<file path="src/rtl/alarm_setter.sv">
// rtl/alarm_setter.sv - rotary-encoder alarm time setter with edit timeout
// Encoder events step an hour/minute edit; a third press commits, inactivity abandons.
module alarm_setter #(
   parameter int TIMEOUT_CYC = 1000000000,
   parameter int RST_HOUR    = 7,
   parameter int RST_MIN     = 0
) (
   input  logic       clk,
   input  logic       rst,
   input  logic [1:0] iData,
   output logic [4:0] oHour,
   output logic [5:0] oMin,
   output logic [4:0] oEditHour,
   output logic [5:0] oEditMin,
   output logic [1:0] oState,
   output logic       oCommit
);

   localparam int CNT_W = $clog2(TIMEOUT_CYC + 1);
   localparam logic [CNT_W-1:0] CNT_LAST = CNT_W'(TIMEOUT_CYC - 1);
   localparam logic [1:0] CODE_IDLE  = 2'b11;
   localparam logic [1:0] CODE_CW    = 2'b01;
   localparam logic [1:0] CODE_CCW   = 2'b10;

   typedef enum logic [1:0] {
      IDLE      = 2'b00,
      EDIT_HOUR = 2'b01,
      EDIT_MIN  = 2'b10
   } state_t;

   state_t           state;
   logic [1:0]       sync1;
   logic [1:0]       sdata;
   logic [1:0]       prev;
   logic [CNT_W-1:0] cnt;
   logic             evt;
   logic             cw;
   logic             ccw;
   logic             press;
   logic             expired;
   logic [4:0]       hour_up;
   logic [4:0]       hour_dn;
   logic [5:0]       min_up;
   logic [5:0]       min_dn;

   // A held code yields one event: only a change to a non-idle code counts.
   assign evt     = (sdata != prev) && (sdata != CODE_IDLE);
   assign cw      = evt && (sdata == CODE_CW);
   assign ccw     = evt && (sdata == CODE_CCW);
   assign press   = evt && (sdata == 2'b00);
   assign expired = (cnt == CNT_LAST);

   assign hour_up = (oEditHour == 5'd23) ? 5'd0  : oEditHour + 5'd1;
   assign hour_dn = (oEditHour == 5'd0)  ? 5'd23 : oEditHour - 5'd1;
   assign min_up  = (oEditMin == 6'd59)  ? 6'd0  : oEditMin + 6'd1;
   assign min_dn  = (oEditMin == 6'd0)   ? 6'd59 : oEditMin - 6'd1;

   assign oState = state;

   always_ff @(posedge clk) begin
      if (!rst) begin
         sync1     <= CODE_IDLE;
         sdata     <= CODE_IDLE;
         prev      <= CODE_IDLE;
         state     <= IDLE;
         cnt       <= '0;
         oHour     <= 5'(RST_HOUR);
         oMin      <= 6'(RST_MIN);
         oEditHour <= 5'(RST_HOUR);
         oEditMin  <= 6'(RST_MIN);
         oCommit   <= 1'b0;
      end else begin
         sync1   <= iData;
         sdata   <= sync1;
         prev    <= sdata;
         oCommit <= 1'b0;
         case (state)
            IDLE: begin
               cnt       <= '0;
               oEditHour <= oHour;
               oEditMin  <= oMin;
               if (press) state <= EDIT_HOUR;
            end
            EDIT_HOUR: begin
               if (evt) begin
                  cnt <= '0;
                  if (cw)       oEditHour <= hour_up;
                  else if (ccw) oEditHour <= hour_dn;
                  else          state     <= EDIT_MIN;
               end else if (expired) begin
                  state     <= IDLE;
                  cnt       <= '0;
                  oEditHour <= oHour;
                  oEditMin  <= oMin;
               end else begin
                  cnt <= cnt + CNT_W'(1);
               end
            end
            EDIT_MIN: begin
               if (evt) begin
                  cnt <= '0;
                  if (cw)       oEditMin <= min_up;
                  else if (ccw) oEditMin <= min_dn;
                  else begin
                     state   <= IDLE;
                     oHour   <= oEditHour;
                     oMin    <= oEditMin;
                     oCommit <= 1'b1;
                  end
               end else if (expired) begin
                  state     <= IDLE;
                  cnt       <= '0;
                  oEditHour <= oHour;
                  oEditMin  <= oMin;
               end else begin
                  cnt <= cnt + CNT_W'(1);
               end
            end
            default: begin
               state <= IDLE;
               cnt   <= '0;
            end
         endcase
      end
   end

endmodule

</file>
<file path="config.mk">
export PLATFORM = sky130hd
export DESIGN_NAME = alarm_setter
export DESIGN_NICKNAME = d
export VERILOG_FILES = /design/src/rtl/alarm_setter.sv
export SDC_FILE = /design/constraint.sdc
export NUM_CORES = 1
export LEC_CHECK = 0
export CORE_UTILIZATION = 40
export CTS_CLUSTER_SIZE = 8
export DETAILED_ROUTE_END_ITERATION = 8
export GPL_TIMING_DRIVEN = 1
export SKIP_LAST_GASP = 1
export SYNTH_ARGS = -nofsm -noshare
export SYNTH_HDL_FRONTEND = slang
export SYNTH_SLANG_ARGS = --single-unit
</file>
<file path="constraint.sdc">
create_clock -name clk -period 4.9 [get_ports clk]
set_input_delay 0.98 -clock clk [delete_from_list [all_inputs] [get_ports clk]]
set_output_delay 0.98 -clock clk [all_outputs]
set_load 0.1 [all_outputs]
</file>
# Word-level counts from Yosys, hierarchy flattened
# Index checks and enable logic that the tools add are counted.
[classes] n_bitwise=6 n_reduce_logical=16 muxes=26 eq_ne=18 n_addsub=5
[ops] operator="two-way mux 6 bit" count=7
[ops] operator="two-way mux 5 bit" count=7
[ops] operator="adder 30 x 1 -> 30 bit, second input constant" count=1
[ops] operator="equality test 30 bit, second input constant" count=1
[ops] operator="case mux 6 bit (3 select lines)" count=1
[ops] operator="two-way mux 2 bit" count=8
[ops] operator="case mux 5 bit (3 select lines)" count=1
[ops] operator="!= test 3 bit, second input constant" count=4
[ops] operator="!= test 2 bit, second input constant" count=4
[ops] operator="!= test 4 bit, second input constant" count=2
[ops] operator="OR reduction 4 bit" count=2
[ops] operator="adder 6 x 1 -> 6 bit, second input constant" count=1
[ops] operator="equality test 6 bit, second input constant" count=1
[ops] operator="logical NOT 6 bit" count=1
[ops] operator="NOT 1 bit" count=6
[ops] operator="case mux 2 bit (3 select lines)" count=1
[ops] operator="AND reduction 3 bit" count=2
[ops] operator="subtractor 6 x 1 -> 6 bit, second input constant" count=1
[ops] operator="adder 5 x 1 -> 5 bit, second input constant" count=1
[ops] operator="equality test 5 bit, second input constant" count=1
[ops] operator="logical NOT 5 bit" count=1
[ops] operator="AND reduction 5 bit" count=1
[ops] operator="subtractor 5 x 1 -> 5 bit, second input constant" count=1
[ops] operator="equality test 2 x 1 -> 1 bit, second input constant" count=2
[ops] operator="other kinds (8)" count=13
[word_totals] regBits=61 word_cells=81

# Depth between registers and ports, before layout
# Gate-level depths: netlist of run 1.
[depth] ltp_word=7 mapped_depth=9 mapped_depth_nobuf=8

# Least setup slack after synthesis of run 1
# No wires, ideal clock.
[synth_path] kind="reg-to-reg" startpoint="register oEditMin[0]" endpoint="register oEditMin[3]" path_buffers=0 path_stages_with_launch=9 t_required_ns=4.778 setup_slack_ns=2.203 setup_ns=0.122 arrival_ns=2.575 cell_sequence="dfxtp_1 inv_1 ha_1 nor2b_1 and2_1 o31ai_1 a32o_1 a2111oi_0 o311a_1"
[synth_via] elab_chain_len=6 word_cells_on_any_way=10 cone_classes="2 x add/sub; 1 x eq/ne; 6 x mux; 1 x reduce/logical"
[synth_rtl] element="from (decl)" line="14" text="output logic [5:0] oEditMin,"
[synth_rtl] element="from (signal assigned)" line="70" text="oEditMin <= 6'(RST_MIN);"
[synth_rtl] element="from (signal assigned)" line="81" text="oEditMin <= oMin;"
[synth_rtl] element="from (signal assigned)" line="94" text="oEditMin <= oMin;"
[synth_rtl] element="subtractor 6 x 1 -> 6 bit / logical NOT 6 bit (equally long branches)" line="56" text="assign min_dn = (oEditMin == 6'd0) ? 6'd59 : oEditMin - 6'd1;"
[synth_rtl] element="two-way mux 6 bit" line="56"
[synth_rtl] element="two-way mux 6 bit" line="103" text="else if (ccw) oEditMin <= min_dn;"
[synth_rtl] element="two-way mux 6 bit (*)" line="102" text="if (cw) oEditMin <= min_up;"
[synth_rtl] element="two-way mux 6 bit (*)" line="100" text="if (evt) begin"
[synth_rtl] element="case mux 6 bit (3 select lines) (*)" line="77" text="case (state)"
# Every way passes the cells marked *; elsewhere a longest branch is shown, timed or not. The select of a mux whose other input is x is not followed.
# A chain may end at the register's enable or synchronous reset.

# Final worst setup path of run 1
[layout_path] startpoint="register oEditMin[2]" endpoint="output port oEditMin[2]"
# No word-level cell between the ends.

==> flow_summary.yaml, run 1 <==
synth:
  synthTopCellsByCount: "nor2_1 (66), dfxtp_1 (61), nand2_1 (30)"
  synth_edf_count: 0
  synthCells: 442
  synth.area.top_cells: "dfxtp_1 (34%), nor2_1 (6.9%), xnor2_1 (4.2%)"
  yosysWarnings: 0
  synth-async-reset-ratio: 0
  ys.flop_type: "dfxtp_1"
  synth-seq-cells: 61
  synth.cell_area_sq_um: 3580
  syn_avg_cell_area_sq_um: 8.10
  yosys.area.top_type: "dfxtp_1"
  synth_top_area_share: 0.341
  syn-num-nets: 456
  synthDistinctLibCells: 67
  synth.most_common_cell: "nor2_1"
  synth-seq-area-share: 0.341
setup_path:
  cp_slowest_cell: "clkdlybuf4s50_1"
  arrival_ps: 2240
  cp-end-kind: "output port"
  path_class: "reg2out"
  path_cells: "clkdlybuf4s50_1"
  crit_family: "buffers and inverters"
  crit_path_start_kind: "flop"
  cp.required_ps: 3920
  path_buf_inv: 1
  max_stage_delay_ps: 1240
  path_max_fanout: 16
cts:
  clk_root_buffer_cell: "clkbuf_8"
  clock_path_buffers: 2
  cts_tree: "done"
  cts_sinks: 61
  insertion_delay_ps: 340
  ctsHtreeMaxLevel: 3
  cts-resized-gates: 0
  cts_made_buffers: 9
  clk_pin_slew_ps: 70
  holdBufCountCts: 0
  post_cts_buffers: 0
sta:
  hold_viol: 0
  fin_skew_ps: 9.92
  tightest_slew_ps: 968
  slew_viol_final: 0
  fin_setup_tns_ps: 0
  holdWs_ps: 410
  grt_setup_unrepaired: "false"
  fmax_ghz: 0.311
  setup_viol: 0
  slew_headroom: 0.353
  finalCritPeriodShare: 0.657
  period_needed_ps: 3220
global_route:
  grt_pass1_vias: 3028
  grt_overflow: 0
  grt_max_degree: 31
  antenna_found_initial: 0
  grt_usage: 0.192
  grt_pass1_wl_microns: 14500
finish:
  n_fill_cell: 895
  drive_above_1_share: 0.0691
  multiInputGateArea_sq_um: 2170
  area_delta_synth_final_pct: 13.6
  n_antenna_cell: 0
  seq_area_sq_um: 1220
  final_cells: 571
  nNetsFinal: 473
floorplanning:
  die_h_microns: 96.6
  die_x_microns: 96.6
  io_pins: 29
  dieArea_sq_um: 9330
  placementRows: 34
  core_area_sq_um: 8680
  initial_core_util: 0.413
power:
  power_mw: 1.26
  p_leak_nw: 1.43
  power.density_nw_per_um2: 311
  peakVddDrop_uv: 104
drt:
  wire_per_inst_microns: 15.4
  avgViaCountPerCell: 5.73
  wirelength_microns: 8770
  drt_iter0_markers: 175
  num_vias: 3274
  drc: 0
  dr.pass1.iters: 5
  ant_nets: 0
place:
  dp_cells: 556
  port_buffers: 28
  place_congestion: 0.864
  dp_hpwl_microns: 6070
job:
  maxCapViolCount: 0
status:
  status: "completed"
worst_hold_path:
  hp-class: "reg2reg"
## layer usage
layer	GRT usage	up-vias	share of wire
li1	-	1604	-
met1	0.247	1554	0.46
met2	0.305	97	0.46
met3	0.0347	19	0.056
met4	0.104	0	0.027
met5	0	-	0
## sequential cells by signal, indices dropped and copies added (netlist names)
signal	flops
prev	2
oState	2
cnt	30
oHour	5
oEditHour	5
sync1	2
oCommit	1
sdata	2
oEditMin	6
oMin	6
## layout by cell type (no fill, tap or decap), types with 6 or more instances in the layout
| cell type | n |
|---|---|
| a211oi_1 | 6 |
| nor2_1 | 66 |
| ha_1 | 10 |
| nand4_1 | 12 |
| o21ai_0 | 20 |
| dfxtp_1 | 61 |
| nand3_1 | 17 |
| xnor2_1 | 17 |
| a21oi_1 | 27 |
| mux2i_1 | 11 |
| nand2_1 | 30 |
| clkbuf_8 | 12 |
| inv_1 | 19 |
| xor2_1 | 13 |
| nand2b_1 | 11 |
| clkdlybuf4s50_1 | 28 |
## cells by family (layout without fill, tap and decap cells)
group           count (synthesis)  in the layout  synth area share
flops                          61             61             0.341
xor+xnor                       30             30            0.0734
simple gates                  187            187             0.275
buf+inv                        43             64            0.0531
fa+ha+maj                      10             10            0.0349
compound gates                 98             98             0.182
mux                            13             13            0.0402
## through the flow
stage                     utilization  setup slack (ps)  cell area [sq um]
after detailed placement        0.448              1760               3890
after CTS                       0.469              1680               4070
final                           0.469              1680               4070
after global routing            0.469              1630               4070
after floorplan                     -              2200               3580
after global placement          0.448              1820               3890
## where the power goes
group	internal, mW	switching, mW	total [mW]	leakage, nW
combinational	0.0974	0.216	0.313	0.839
sequential	0.511	0.0283	0.539	0.493
clock	0.222	0.190	0.411	0.0926
## cell type report
class,instances,share of cell area
Sequential cell,61,0.300
Clock inverter,1,0.00123
Clock buffer,14,0.0425
Timing Repair Buffer,29,0.0708
Tap cell,108,0.0332
Inverter,20,0.0185
Multi-Input combinational cell,338,0.534
## final timing paths
check / startpoint / cells past startpoint / slack, ps / endpoint
max reg2reg: oState[0]$_SDFFE_PN0P_ / 6 / 2430 / oEditMin[3]$_SDFFE_PN0P_
min: sync1[1]$_SDFF_PN1_ / 1 / 410 / sdata[1]$_SDFF_PN1_
max: oEditMin[2]$_SDFFE_PN0P_ / 1 / 1680 / oEditMin[2]
min reg2reg: sync1[1]$_SDFF_PN1_ / 1 / 410 / sdata[1]$_SDFF_PN1_
Power figures use the tool's default switching activity.
==> inputs of run 2 (changes only) <==
==> constraint.sdc (replaced) <==
create_clock -name clk -period 3.4 [get_ports clk]
set_input_delay 0.68 -clock clk [delete_from_list [all_inputs] [get_ports clk]]
set_output_delay 0.68 -clock clk [all_outputs]
set_load 0.1 [all_outputs]
==> run 2 against run 1 <==
Utilization decreased by 0.22 points. Largest power group unchanged. Highest routed layer unchanged. Sequential cell count unchanged. Critical path type is now reg2reg. Non-clock buffer count increased by 1. Clock skew decreased by 3.7 ps. Global-route usage increased by 0.13 points. Cell area decreased by 0.46%. Sequential share of layout area increased by 0.14 points. Register-to-register slack got worse by 1500 ps. Die area unchanged. Largest cell class unchanged. Combinational power increased by 43%.
==> flow_summary.yaml, run 2 (same netlist as run 1, synthesis figures left out) <==
cts:
  holdBufCountCts: 0
  cts_made_buffers: 9
  ctsHtreeMaxLevel: 3
  clock_path_buffers: 2
  clk_pin_slew_ps: 70
  post_cts_buffers: 0
  cts-resized-gates: 0
  clk_root_buffer_cell: "clkbuf_8"
  cts_sinks: 61
  cts_tree: "done"
  insertion_delay_ps: 330
power:
  seq_power_share: 0.406
  p_leak_nw: 1.48
  power.density_nw_per_um2: 473
  power_mw: 1.91
  clkPwrFrac: 0.360
  p_sw_uw: 645
  peakVddDrop_uv: 244
  p_comb_frac: 0.234
  swShare: 0.337
  intPower_mw: 1.27
finish:
  drive_above_1_share: 0.127
  layout_common_cells: "nor2_1 (66), dfxtp_1 (61), nand2_1 (30)"
  mostFrequentLayoutCell: "nor2_1"
  top_register: "cnt"
  largest_reg_flops: 30
  nNetsFinal: 474
  n_antenna_cell: 0
  area_delta_synth_final_pct: 13.0
  n_fill_cell: 865
  top_regs: "cnt x30, oEditMin x6, oMin x6"
setup_path:
  crit_end: "oEditMin[3]$_SDFFE_PN0P_"
  timing.rr.start: "oState[0]$_SDFFE_PN0P_"
  crit_path_start: "oState[0]$_SDFFE_PN0P_"
  cp.required_ps: 3620
  r2r_cells: 6
  cp-end-kind: "flop"
  r2r_end: "oEditMin[3]$_SDFFE_PN0P_"
  path_class: "reg2reg"
  path_max_fanout: 18
  r2r_setup_slack_ps: 920
  arrival_ps: 2710
  crit_path_start_kind: "flop"
floorplanning:
  io_pins: 29
  initial_core_util: 0.413
  die_x_microns: 96.6
  core_area_sq_um: 8680
  die_h_microns: 96.6
  dieArea_sq_um: 9330
  placementRows: 34
global_route:
  grt_pass1_wl_microns: 14800
  grt_usage: 0.194
  antenna_found_initial: 0
  grt_pass1_vias: 2967
  grt_overflow: 0
  grt_max_degree: 31
drt:
  dr.pass1.iters: 7
  wire_per_inst_microns: 15.7
  ant_nets: 0
  wirelength_microns: 9010
  drt_iter0_markers: 157
  num_vias: 3233
  drc: 0
  avgViaCountPerCell: 5.64
worst_hold_path:
  hp-class: "reg2reg"
status:
  status: "completed"
sta:
  fmax_ghz: 0.403
  finalCritPeriodShare: 0.730
  period_needed_ps: 2480
  slew_headroom: 0.360
  tightest_slew_ps: 958
  fin_skew_ps: 6.20
  slew_viol_final: 0
  grt_setup_unrepaired: "false"
  setup_viol: 0
  fin_setup_tns_ps: 0
  hold_viol: 0
place:
  dp_hpwl_microns: 6160
  place_congestion: 0.859
  port_buffers: 28
job:
  maxCapViolCount: 0
-- run 2: cell type report --
| class | instances | area, sq um | share of cell area |
|---|---|---|---|
| clock buffer | 13 | 169 | 0.0417 |
| clock inverter | 3 | 42.5 | 0.0105 |
| inverter | 20 | 75.1 | 0.0185 |
| multi-input combinational | 338 | 2170 | 0.536 |
| sequential | 61 | 1220 | 0.302 |
| tap | 108 | 135 | 0.0334 |
| timing repair buffer | 30 | 235 | 0.0581 |
-- run 2: worst min path at each step --
stage,slack [ps],cells after the start,endpoint,start
detailed placement,390,1,sdata[0]$_SDFF_PN1_,sync1[0]$_SDFF_PN1_
global route,440,1,sdata[1]$_SDFF_PN1_,sync1[1]$_SDFF_PN1_
CTS,410,1,sdata[0]$_SDFF_PN1_,sync1[0]$_SDFF_PN1_
floorplan,390,1,sdata[0]$_SDFF_PN1_,sync1[0]$_SDFF_PN1_
global placement,390,1,sdata[1]$_SDFF_PN1_,sync1[1]$_SDFF_PN1_
finish,410,1,sdata[0]$_SDFF_PN1_,sync1[0]$_SDFF_PN1_
-- run 2: power by group through the flow --
stage                     Clock [mW]  Combinational [mW]  Sequential [mW]
after global placement             0               0.440            0.793
final                          0.689               0.447            0.777
after CTS                      0.706               0.442            0.776
after global routing           0.741               0.481            0.782
after floorplan                    0               0.252            0.889
after detailed placement           0               0.439            0.793
-- run 2: layer usage --
| layer | vias up | GRT usage | routed length, microns |
|---|---|---|---|
| li1 | 1609 | - | - |
| met1 | 1479 | 0.258 | 4080 |
| met2 | 126 | 0.300 | 4130 |
| met3 | 19 | 0.0405 | 575 |
| met4 | 0 | 0.0873 | 223 |
| met5 | - | 0 | 0 |
-- run 2: stage by stage --
stage / instance area, sq um / worst slack (ps) / utilization / instances / hold slack [ps]
after floorplan: 3580 / 703 / - / 442 / 386
after global placement: 3840 / 983 / 0.442 / 557 / 390
after detailed placement: 3840 / 999 / 0.442 / 557 / 393
after CTS: 4050 / 945 / 0.466 / 573 / 409
after global routing: 4050 / 795 / 0.466 / 573 / 439
final: 4050 / 918 / 0.466 / 573 / 409
-- run 2: worst max-delay path, stage by stage (launching register included) --
cell	delay, ps
dfxtp_1	400
inv_1	90
ha_1	370
nand2_2	420
and3b_1	500
nand2_1	190
o311a_1	390
